File: src/rtl/iter_divider.sv
// iter_divider: multi-cycle radix-2 restoring divider producing quotient (Lo)
// and remainder (Hi) for signed DIV and unsigned DIVU, one quotient bit per cycle.
module iter_divider #(
    parameter int WIDTH = 32
) (
    input  logic             clk,
    input  logic             reset,
    input  logic             validIn,
    input  logic             sign,
    input  logic [WIDTH-1:0] SrcA,
    input  logic [WIDTH-1:0] SrcB,
    output logic             validOut,
    output logic             busy,
    output logic [WIDTH-1:0] Hi,
    output logic [WIDTH-1:0] Lo
);

    localparam int CW = (WIDTH > 1) ? $clog2(WIDTH) : 1;

    typedef enum logic [1:0] {
        IDLE,
        BUSY,
        FIX,
        DONE
    } state_t;

    state_t state, state_next;

    logic [WIDTH-1:0] divisor;
    logic [WIDTH-1:0] rem;
    logic [WIDTH-1:0] quo;
    logic [WIDTH-1:0] raw_a;
    logic             neg_q;
    logic             neg_r;
    logic             div_zero;
    logic [CW-1:0]    count;

    logic [WIDTH-1:0] abs_a;
    logic [WIDTH-1:0] abs_b;
    logic [WIDTH:0]   shifted;
    logic [WIDTH+1:0] trial;
    logic             borrow;
    logic             unused_trial_bit;

    // Operand magnitudes and one restoring trial-subtract step on the current partial remainder
    always_comb begin
        abs_a   = (sign && SrcA[WIDTH-1]) ? -SrcA : SrcA;
        abs_b   = (sign && SrcB[WIDTH-1]) ? -SrcB : SrcB;
        shifted = {rem, quo[WIDTH-1]};
        trial   = {1'b0, shifted} - {2'b00, divisor};
        borrow  = trial[WIDTH+1];
        unused_trial_bit = trial[WIDTH];
    end

    // State register
    always_ff @(posedge clk) begin
        if (reset) begin
            state <= IDLE;
        end else begin
            state <= state_next;
        end
    end

    // Next-state sequencing and handshake outputs
    always_comb begin
        state_next = state;
        validOut   = 1'b0;
        busy       = 1'b1;
        case (state)
            IDLE: begin
                busy = 1'b0;
                if (validIn) begin
                    state_next = BUSY;
                end
            end
            BUSY: begin
                if (count == '0) begin
                    state_next = FIX;
                end
            end
            FIX: begin
                state_next = DONE;
            end
            DONE: begin
                validOut   = 1'b1;
                state_next = IDLE;
            end
            default: begin
                state_next = IDLE;
            end
        endcase
    end

    // Datapath: capture operands, iterate, then apply sign fix-up into Hi/Lo
    always_ff @(posedge clk) begin
        if (reset) begin
            divisor  <= '0;
            rem      <= '0;
            quo      <= '0;
            raw_a    <= '0;
            neg_q    <= 1'b0;
            neg_r    <= 1'b0;
            div_zero <= 1'b0;
            count    <= '0;
            Hi       <= '0;
            Lo       <= '0;
        end else begin
            case (state)
                IDLE: begin
                    if (validIn) begin
                        divisor  <= abs_b;
                        quo      <= abs_a;
                        rem      <= '0;
                        raw_a    <= SrcA;
                        neg_q    <= (SrcA[WIDTH-1] ^ SrcB[WIDTH-1]) & sign;
                        neg_r    <= SrcA[WIDTH-1] & sign;
                        div_zero <= (SrcB == '0);
                        count    <= CW'(WIDTH - 1);
                    end
                end
                BUSY: begin
                    quo   <= {quo[WIDTH-2:0], ~borrow};
                    rem   <= borrow ? shifted[WIDTH-1:0] : trial[WIDTH-1:0];
                    count <= count - 1'b1;
                end
                FIX: begin
                    if (div_zero) begin
                        Lo <= '1;
                        Hi <= raw_a;
                    end else begin
                        Lo <= neg_q ? -quo : quo;
                        Hi <= neg_r ? -rem : rem;
                    end
                end
                default: begin
                end
            endcase
        end
    end

endmodule

File: config.mk
export PLATFORM = sky130hd
export DESIGN_NAME = iter_divider
export DESIGN_NICKNAME = d
export VERILOG_FILES = /design/src/rtl/iter_divider.sv
export SDC_FILE = /design/constraint.sdc
export NUM_CORES = 1
export LEC_CHECK = 0
export ABC_AREA = 1
export CORE_ASPECT_RATIO = 0.5
export CORE_MARGIN = 1.5
export CORE_UTILIZATION = 45
export CTS_CLUSTER_SIZE = 24
export DETAILED_ROUTE_END_ITERATION = 12
export MAX_ROUTING_LAYER = met4
export PLACE_DENSITY_LB_ADDON = 0.08
export SETUP_SLACK_MARGIN = 0.3
export SLEW_MARGIN = 20
export SYNTH_ARGS = -nofsm -noshare
export SYNTH_HDL_FRONTEND = slang
export SYNTH_SLANG_ARGS = --single-unit
File: constraint.sdc
create_clock -name clk -period 3.05 [get_ports clk]
set_clock_uncertainty 0.15 [all_clocks]
set_input_delay 0.7625 -clock clk [delete_from_list [all_inputs] [get_ports clk]]
set_output_delay 0.7625 -clock clk [all_outputs]
set_load 0.02 [all_outputs]
==> results of run 1 <==
==> cells in the final DEF (no fill, tap or decap), types with 18 or more instances in the layout <==
cell type	count
ha_1	42
o211ai_1	29
nor2_1	213
clkbuf_16	21
buf_4	42
a31oi_1	23
nor3_1	22
o21ai_0	153
a21oi_1	244
xor2_1	32
dfxtp_1	198
xnor2_1	18
nand3_1	198
inv_1	326
nand4_1	32
clkdlybuf4s50_1	131
nand2_1	600
==> worst register-to-register path, stage by stage, from the launching register on <==
cell and delay (ns):
dfxtp_1 0.35, inv_2 0.12, ha_1 0.16, inv_1 0.10
fa_2 0.40, nand3_1 0.11, nand3_2 0.13, nand2_1 0.10
nand2_2 0.09, a21oi_1 0.23, xor2_1 0.28, nand2_1 0.08
nand3_1 0.07, a21oi_1 0.06
==> registers in the layout, indices dropped and copies added, names as in the netlist <==
signal and cells:
Hi 32, raw_a 32, Lo 32, divisor 32, rem 32, quo 32
div_zero 1, state 2, count 5, neg_q 1, neg_r 1
==> metrics by stage <==
step / power, W / setup WS, ns / std cells
after detailed placement: 0.01127 / 0.1030 / 2857
after floorplan: 0.008920 / 0.8004 / 2355
final: 0.01395 / 0.4816 / 2896
after CTS: 0.01388 / 0.3663 / 2895
after global placement: 0.01126 / 0.1467 / 2857
after global routing: 0.01503 / 0.3030 / 2896
==> routing by layer <==
layer,vias to the layer above,part of all wire,track usage
met5,-,0,-
li1,7867,-,-
met4,0,0.013,0.04657
met3,41,0.062,0.03884
met2,416,0.43,0.4568
met1,6788,0.50,0.4372
==> worst paths after layout <==
| kind | to | slack (ns) | cells after the start |
|---|---|---|---|
| worst max-delay path | busy | 0.48 | 4 |
| worst min-delay path | raw_a[13] | 0.30 | 2 |
| worst max register to register | rem[16] | 0.49 | 13 |
| worst min register to register | raw_a[13] | 0.30 | 2 |
==> power groups by stage <==
stage / registers, W / clock network [W] / logic [W]
global placement: 0.00380 / 0 / 0.00747
floorplan: 0.00384 / 0 / 0.00508
global route: 0.00384 / 0.00273 / 0.00846
finish: 0.00377 / 0.00255 / 0.00762
detailed placement: 0.00380 / 0 / 0.00747
CTS: 0.00376 / 0.00260 / 0.00753
==> layout make-up <==
| cell class | instances | share of cell area |
|---|---|---|
| multi-input combinational | 1710 | 0.5064 |
| sequential | 202 | 0.2419 |
| timing repair buffer | 179 | 0.1037 |
| inverter | 343 | 0.07692 |
| clock buffer | 29 | 0.03438 |
| tap | 423 | 0.03162 |
| clock inverter | 9 | 0.004933 |
| antenna | 1 | 0.0001495 |
==> kinds of logic after synthesis <==
family	count (synthesis)
flip-flops	202
XOR/XNOR	50
AO/OA/AOI/OAI	492
adder cells (fa/ha/maj)	43
AND/OR/NAND/NOR	1125
buffers and inverters	443
==> what timing repair did <==
action / in CTS / in global routing
pin swaps: 0 / 0
gates resized for setup: 2 / 8
setup endpoints to repair: 3 / 10
==> impl_metrics.py, run 1 <==
metrics = {
    "status": {
        "status": "finished clean",
    },
    "synth": {
        "yosys_warnings": 0,
        "synth.area.top_cells": "dfxtp_1 28%, nand2_1 16%, inv_1 8.7%",
        "synth_xor_area_frac": 0.03080,
        "synth_edf_count": 0,
        "ys_async_sr_fraction": 0,
        "yosysTopAreaCell": "dfxtp_1",
        "syn_nets": 2466,
        "ys_seq_area_frac": 0.2845,
        "syn_area_per_cell_sq_um": 6.037,
        "synthSimpleGateAreaFrac": 0.3376,
        "syn_inst": 2355,
        "yosysMostFrequentCell": "nand2_1",
        "synth_top_cell_area_share": 0.2845,
        "synth_top_family_by_area": "simple AND/OR/NAND/NOR gates",
        "synth-seq-cells": 202,
        "ys_types": 48,
        "muxShareOfSynthArea": 0,
        "synthTopCellsByCount": "603 x nand2_1, 329 x inv_1, 244 x a21oi_1, 215 x nor2_1, 202 x dfxtp_1",
        "synth_ff_type": "dfxtp_1",
        "synthAdderAreaFrac": 0.03837,
        "mappedNetlistArea_sq_um": 14220,
        "synth_compound_area_frac": 0.1881,
    },
    "pwr": {
        "powerDensity_nw_per_um2": 833.5,
        "ir_worst_vdd_v": 0.0004634,
        "p_sw_w": 0.006731,
        "p_seq_frac": 0.270,
        "intPower_w": 0.007220,
        "p_leak_nw": 7.748,
        "pwr-share-comb": 0.547,
        "switching_share": 0.4825,
        "p_clk_frac": 0.183,
    },
    "timing": {
        "fin_hold_ws_ns": 0.3044,
        "worst_pin_slew_ns": 0.8096,
        "setup_viol": 0,
        "hold_viol": 0,
        "fin_tns_setup_ns": 0,
        "slew_headroom": 0.4569,
        "rsz0062_at_grt": "no",
        "period_share": 0.8421,
        "period_needed_ns": 2.568,
        "max_freq_mhz": 389.4,
        "finalMaxSlewViolations": 0,
    },
    "clocking": {
        "clkTransAtPathRegs_ns": 0.06,
        "holdBufCountCts": 0,
        "cts_setup_buffers": 0,
        "root_buffer": "clkbuf_16",
        "insertion_delay_ns": 0.52,
        "cts_sinks": 202,
        "h-tree-depth": 1,
        "tritoncts": "done",
        "cts_buffers": 21,
        "clk_path_buf_depth": 3,
    },
    "floorplanning": {
        "die_h_um": 128.7,
        "start_util": 0.4633,
        "die_width_um": 254.4,
        "core-area_sq_um": 30690,
        "die_area_sq_um": 32730,
        "io_pins": 134,
        "num_rows": 45,
    },
    "job": {
        "max_cap_viol_count": 0,
    },
    "setup_path": {
        "critPathKind": "register to output pin",
        "cpMostUsedCell": "inv_1",
        "max_stage_delay_ns": 0.38,
        "critPathCaptureType": "output pin",
        "path_delay_family": "buffers and inverters",
        "crit_path_max_fanout": 4,
        "cp.required_ns": 2.14,
        "crit_arrival_ns": 1.66,
        "reg2reg_from": "quo[31]",
        "crit_slowest_cell": "dfxtp_1",
        "startpoint_type": "register",
        "path_cells": "inv_1 -> ha_1 -> inv_1 -> dlygate4sd2_1",
        "path_buf_inv": 3,
        "critPathLaunch": "state[0]",
    },
    "final_layout": {
        "multiInputGateArea_sq_um": 8477,
        "drive_gt1_frac": 0.05744,
        "n_fill_cell": 3270,
        "register_area_sq_um": 4049,
        "final_area_sq_um": 16740,
        "finalNetCount": 2568,
        "syn2layout_area_growth_pct": 17.74,
        "fin_util": 0.5455,
    },
    "detailed_routing": {
        "drc": 0,
        "drt_pass1_iterations": 5,
        "ant_nets": 0,
        "routedWlPerCell_um": 16.64,
        "wl_um": 48200,
        "vias": 15110,
        "drt_iter0_drc": 1459,
        "vias_per_cell": 5.218,
    },
    "placement": {
        "io_buffers": 133,
        "postPlaceCellArea_sq_um": 16060,
        "place.detailed.hpwl_um": 36880,
        "gp_congestion": 0.9797,
    },
    "grt": {
        "track_usage": 0.3030,
        "globalRouteOverflowTotal": 0,
        "grt_pass1_vias": 13660,
        "grt_pass1_wl_um": 76060,
        "antenna_found_initial": 1,
        "grt_max_degree": 84,
    },
    "worst_hold_path": {
        "hold_class": "register to register",
        "min_from": "raw_a[13]",
    },
}
(Power assumes the default switching activity.)
==> run 2: changes to the inputs <==
==> constraint.sdc (replaced) <==
create_clock -name clk -period 2.6 [get_ports clk]
set_clock_uncertainty 0.15 [all_clocks]
set_input_delay 0.65 -clock clk [delete_from_list [all_inputs] [get_ports clk]]
set_output_delay 0.65 -clock clk [all_outputs]
set_load 0.02 [all_outputs]
==> impl_metrics.py, run 2 (synthesis results as in run 1) <==
metrics = {
    "status": {
        "status": "finished clean",
    },
    "pwr": {
        "ir_worst_vdd_v": 0.0006953,
        "p_sw_w": 0.008496,
        "p_clk_frac": 0.164,
        "pwr-share-comb": 0.590,
        "p_seq_frac": 0.246,
        "switching_share": 0.4726,
        "intPower_w": 0.009479,
        "p_leak_nw": 9.164,
        "powerDensity_nw_per_um2": 945.5,
    },
    "clocking": {
        "holdBufCountCts": 0,
        "cts_buffers": 21,
        "clkTransAtPathRegs_ns": 0.07,
        "tritoncts": "done",
        "insertion_delay_ns": 0.52,
        "root_buffer": "clkbuf_16",
        "h-tree-depth": 1,
        "cts_sinks": 202,
        "clk_path_buf_depth": 3,
    },
    "setup_path": {
        "max_stage_delay_ns": 0.46,
        "crit_path_max_fanout": 7,
        "rrSetupSlack_ns": 0.32,
        "critPathKind": "register to register",
        "startpoint_type": "register",
        "cp.required_ns": 2.89,
        "crit_slowest_cell": "dfxtp_1",
        "critPathLaunch": "rem[10]",
        "cpMostUsedCell": "nand2_1",
        "rr_endpoint": "rem[18]",
        "reg2reg_from": "rem[10]",
        "worstSetupPathDepth": 15,
        "path_cells": "ha_4 -> nand2_2 -> inv_1 -> nand2_1 -> nand3_2 -> nand2_1 -> nand2_1 -> inv_2 -> nand2_4 -> nand2_8 -> nand2_8 -> buf_12 -> nand2_1 -> nand3_2 -> a21oi_2",
        "path_buf_inv": 3,
        "critPathCaptureType": "register",
        "crit_end": "rem[18]",
        "worst_r2r_path_depth": 15,
        "crit_arrival_ns": 2.57,
        "path_delay_family": "simple AND/OR/NAND/NOR gates",
    },
    "floorplanning": {
        "core-area_sq_um": 30690,
        "io_pins": 134,
        "start_util": 0.4633,
        "die_area_sq_um": 32730,
        "die_h_um": 128.7,
        "die_width_um": 254.4,
        "num_rows": 45,
    },
    "placement": {
        "place_ws_ns": -0.1835,
        "place.detailed.hpwl_um": 38340,
        "io_buffers": 133,
        "gp_congestion": 0.9710,
        "postPlaceCellArea_sq_um": 17060,
    },
    "grt": {
        "grt_pass1_wl_um": 77480,
        "antenna_found_initial": 0,
        "globalRouteOverflowTotal": 0,
        "track_usage": 0.3101,
        "grt_max_degree": 113,
        "grt_pass1_vias": 14020,
    },
    "detailed_routing": {
        "drt_iter0_drc": 1421,
        "drt_pass1_iterations": 5,
        "ant_nets": 0,
        "vias": 15940,
        "drc": 0,
        "vias_per_cell": 5.248,
        "routedWlPerCell_um": 16.80,
        "wl_um": 51020,
    },
    "final_layout": {
        "final_area_sq_um": 19010,
        "drive_gt1_frac": 0.1771,
        "final_cell_mix": "566 x nand2_1, 296 x inv_1, 230 x a21oi_1",
        "syn2layout_area_growth_pct": 33.74,
        "n_antenna_cell": 0,
        "final_common_cell": "nand2_1",
        "finalNetCount": 2715,
    },
    "timing": {
        "period_share": 0.8779,
        "max_freq_mhz": 438.1,
        "finalMaxSlewViolations": 0,
        "setup_viol": 0,
        "fin_tns_setup_ns": 0,
        "period_needed_ns": 2.283,
        "hold_viol": 0,
        "worst_pin_slew_ns": 0.6993,
        "setup_slack_ns": 0.3174,
        "slew_headroom": 0.5309,
        "rsz0062_at_grt": "yes",
    },
    "worst_hold_path": {
        "holdPathStages": 2,
        "hold_class": "register to register",
    },
    "job": {
        "max_cap_viol_count": 0,
    },
}
-- run 2: cell count changes in the layout (fill, tap and decap cells not counted), sizes merged --
cell,delta
buf,+144
clkdlybuf4s50,-39
clkinv,-2
clkinvlp,-1
diode,-1
dlygate4sd2,+12
dlymetal6s2s,+26
inv,+1
nand2,+1
-- run 2: metrics by stage --
| stage | power (W) | instances | utilization | hold slack (ns) |
|---|---|---|---|---|
| floorplan | 0.01046 | 2355 | - | 0.2734 |
| global route | 0.01923 | 3037 | 0.6196 | 0.3170 |
| detailed placement | 0.01373 | 2982 | 0.5560 | 0.2972 |
| global placement | 0.01373 | 2982 | 0.5560 | 0.2903 |
| CTS | 0.01710 | 3020 | 0.5917 | 0.3072 |
| finish | 0.01798 | 3037 | 0.6196 | 0.3052 |
-- run 2: worst reg2reg max path, delay by kind of cell (launching register included) --
kind | cells | cell delay [ns]
adders and majority gates | 1 | 0.25
buffers and inverters | 3 | 0.31
and+or+nand+nor | 10 | 0.89
DFF | 1 | 0.46
AOI/OAI and AO/OA | 1 | 0.16
-- run 2: metal layers --
layer | share of wire | global-route usage
met1 | 0.48 | 0.4498
met2 | 0.43 | 0.4602
met3 | 0.068 | 0.03702
met4 | 0.019 | 0.06162
met5 | 0 | -
-- run 2: what timing repair did --
item | in CTS | in global routing
gates cloned | 2 | 4
endpoints found under the hold margin | 0 | 0
resized for setup | 90 | 191
endpoints found under the setup margin | 47 | 94
setup buffers | 3 | 13
pin swaps | 18 | 43
-- run 2: worst min path at each step --
stage / startpoint / to / slack (ns)
final: raw_a[27] / raw_a[27] / 0.31
after global routing: raw_a[25] / raw_a[25] / 0.32
after CTS: raw_a[13] / raw_a[13] / 0.31
after detailed placement: raw_a[13] / raw_a[13] / 0.30
after global placement: raw_a[17] / raw_a[17] / 0.29
after floorplan: raw_a[12] / raw_a[12] / 0.27
-- run 2: area by class of cell --
type / count / area, sq um
clock buffers: 26 / 564.3
clock inverters: 7 / 70.07
fillers: 2952 / 11670
inverters: 343 / 1292
multi-input cells: 1711 / 9405
flip-flops and latches: 202 / 4073
well taps: 423 / 529.3
repair buffers: 325 / 3078
-- run 2: power by group through the flow --
stage                     sequential [W]  clock, W  combinational [W]
after floorplan                  0.00450         0            0.00596
after global placement           0.00442         0            0.00931
after detailed placement         0.00443         0            0.00930
after CTS                        0.00438   0.00298            0.00974
after global routing             0.00451   0.00312             0.0116
final                            0.00443   0.00295             0.0106
==> run 3: changes to the inputs <==
==> constraint.sdc (replaced) <==
create_clock -name clk -period 2.3 [get_ports clk]
set_clock_uncertainty 0.15 [all_clocks]
set_input_delay 0.575 -clock clk [delete_from_list [all_inputs] [get_ports clk]]
set_output_delay 0.575 -clock clk [all_outputs]
set_load 0.02 [all_outputs]
==> impl_metrics.py, run 3 (synthesis results as in run 1) <==
metrics = {
    "status": {
        "status": "finished clean",
    },
    "clocking": {
        "insertion_delay_ns": 0.53,
        "clk_path_buf_depth": 3,
        "clkTransAtPathRegs_ns": 0.07,
        "cts_buffers": 21,
        "cts_sinks": 202,
        "root_buffer": "clkbuf_16",
        "holdBufCountCts": 0,
        "tritoncts": "done",
        "h-tree-depth": 1,
    },
    "detailed_routing": {
        "drt_pass1_iterations": 6,
        "routedWlPerCell_um": 16.78,
        "ant_nets": 0,
        "vias": 17070,
        "vias_per_cell": 5.336,
        "drt_iter0_drc": 1343,
        "drc": 0,
        "wl_um": 53690,
    },
    "final_layout": {
        "final_common_cell": "nand2_1",
        "final_cell_mix": "488 x nand2_1, 311 x buf_4, 254 x inv_1",
        "final_area_sq_um": 21300,
        "finalNetCount": 2874,
        "syn2layout_area_growth_pct": 49.81,
        "n_antenna_cell": 0,
        "n_fill_cell": 2701,
        "drive_gt1_frac": 0.3145,
    },
    "floorplanning": {
        "start_util": 0.4633,
        "die_width_um": 254.4,
        "die_h_um": 128.7,
        "num_rows": 45,
        "die_area_sq_um": 32730,
        "io_pins": 134,
        "core-area_sq_um": 30690,
    },
    "grt": {
        "antenna_found_initial": 0,
        "track_usage": 0.3290,
        "grt_max_degree": 69,
        "grt_pass1_vias": 15350,
        "grt_pass1_wl_um": 82670,
        "globalRouteOverflowTotal": 0,
    },
    "timing": {
        "fin_hold_ws_ns": 0.2786,
        "finalMaxSlewViolations": 0,
        "period_share": 0.9923,
        "rsz0062_at_grt": "yes",
        "worst_pin_slew_ns": 0.5801,
        "setup_viol": 0,
        "slew_headroom": 0.6133,
        "hold_viol": 0,
        "max_freq_mhz": 438.1,
        "period_needed_ns": 2.282,
    },
    "setup_path": {
        "worst_r2r_path_depth": 16,
        "cp.required_ns": 2.60,
        "critPathKind": "register to register",
        "crit_path_max_fanout": 4,
        "reg2reg_from": "quo[31]",
        "startpoint_type": "register",
        "crit_arrival_ns": 2.59,
        "rrSetupSlack_ns": 0.02,
        "critPathCaptureType": "register",
        "rr_endpoint": "rem[24]",
    },
    "placement": {
        "place.detailed.hpwl_um": 38860,
        "io_buffers": 133,
        "postPlaceCellArea_sq_um": 17960,
        "gp_congestion": 0.9486,
    },
    "worst_hold_path": {
        "min_from": "reset",
        "hold_class": "input pin to register",
        "holdPathEnd": "divisor[30]",
        "holdPathStages": 2,
    },
    "pwr": {
        "ir_worst_vdd_v": 0.0006614,
        "powerDensity_nw_per_um2": 1077,
        "fin_total_pwr_w": 0.02294,
        "p_leak_nw": 10.32,
    },
    "job": {
        "max_cap_viol_count": 0,
    },
}
==> run 3: where the power goes <==
part           switching [W]  internal, W
clock network        0.00153      0.00201
registers           0.000656      0.00437
logic                0.00853      0.00584
==> run 3: worst max-delay path: stages (launching register included) <==
cell     delay (ns)
dfxtp_2        0.34
inv_4          0.08
ha_4           0.16
inv_4          0.04
fa_2           0.37
nand3_2        0.10
nand3_4        0.10
nand2_2        0.10
nand2_4        0.07
buf_4          0.13
nand2_1        0.07
nand3_1        0.08
nand2_1        0.07
nand2_2        0.08
nand2_1        0.09
nand3_1        0.07
a21oi_1        0.12
==> run 3: how the worst max path moves through the flow <==
stage	slack [ns]	from	endpoint	cells after the start
final	0.02	quo[31]	rem[24]	16
after global routing	-0.06	quo[31]	rem[22]	16
after CTS	0.05	quo[31]	rem[24]	16
after detailed placement	-0.42	SrcA[0]	quo[18]	13
after global placement	-0.39	SrcA[1]	quo[18]	13
after floorplan	0.30	quo[31]	rem[28]	16
==> run 3: routing by layer <==
layer  routed length, um  share of wire  up-vias  GRT usage
li1                    -              -     8477          -
met1               24770           0.46     7889     0.4557
met2               23860           0.44      624     0.5079
met3                3732          0.070       79    0.04431
met4                1321          0.025        0    0.07458
met5                   0              0        -          -
==> run 3: cell type report <==
| type | instances | area (sq um) | share of cell area |
|---|---|---|---|
| Timing Repair Buffer | 485 | 4302 | 0.2020 |
| Sequential cell | 202 | 4134 | 0.1941 |
| Multi-Input combinational cell | 1710 | 10300 | 0.4837 |
| Clock inverter | 7 | 97.59 | 0.004582 |
| Inverter | 343 | 1348 | 0.06327 |
| Tap cell | 423 | 529.3 | 0.02485 |
| Clock buffer | 29 | 585.6 | 0.02749 |
==> run 3: metrics by stage <==
step / TNS (ns) / utilization / std cells / worst slack (ns)
after detailed placement: -9.762 / 0.5852 / 3087 / -0.4182
after CTS: 0 / 0.6556 / 3165 / 0.04827
after global placement: -8.740 / 0.5852 / 3087 / -0.3875
after floorplan: 0 / - / 2355 / 0.2976
after global routing: -0.2884 / 0.6941 / 3199 / -0.06136
final: 0 / 0.6941 / 3199 / 0.01767
==> run 3: what timing repair did <==
action | CTS | global route
pin swaps | 80 | 114
hold endpoints to repair | 0 | 0
cloned | 5 | 0
setup buffers | 37 | 34
setup endpoints to repair | 141 | 117
resized for setup | 383 | 302
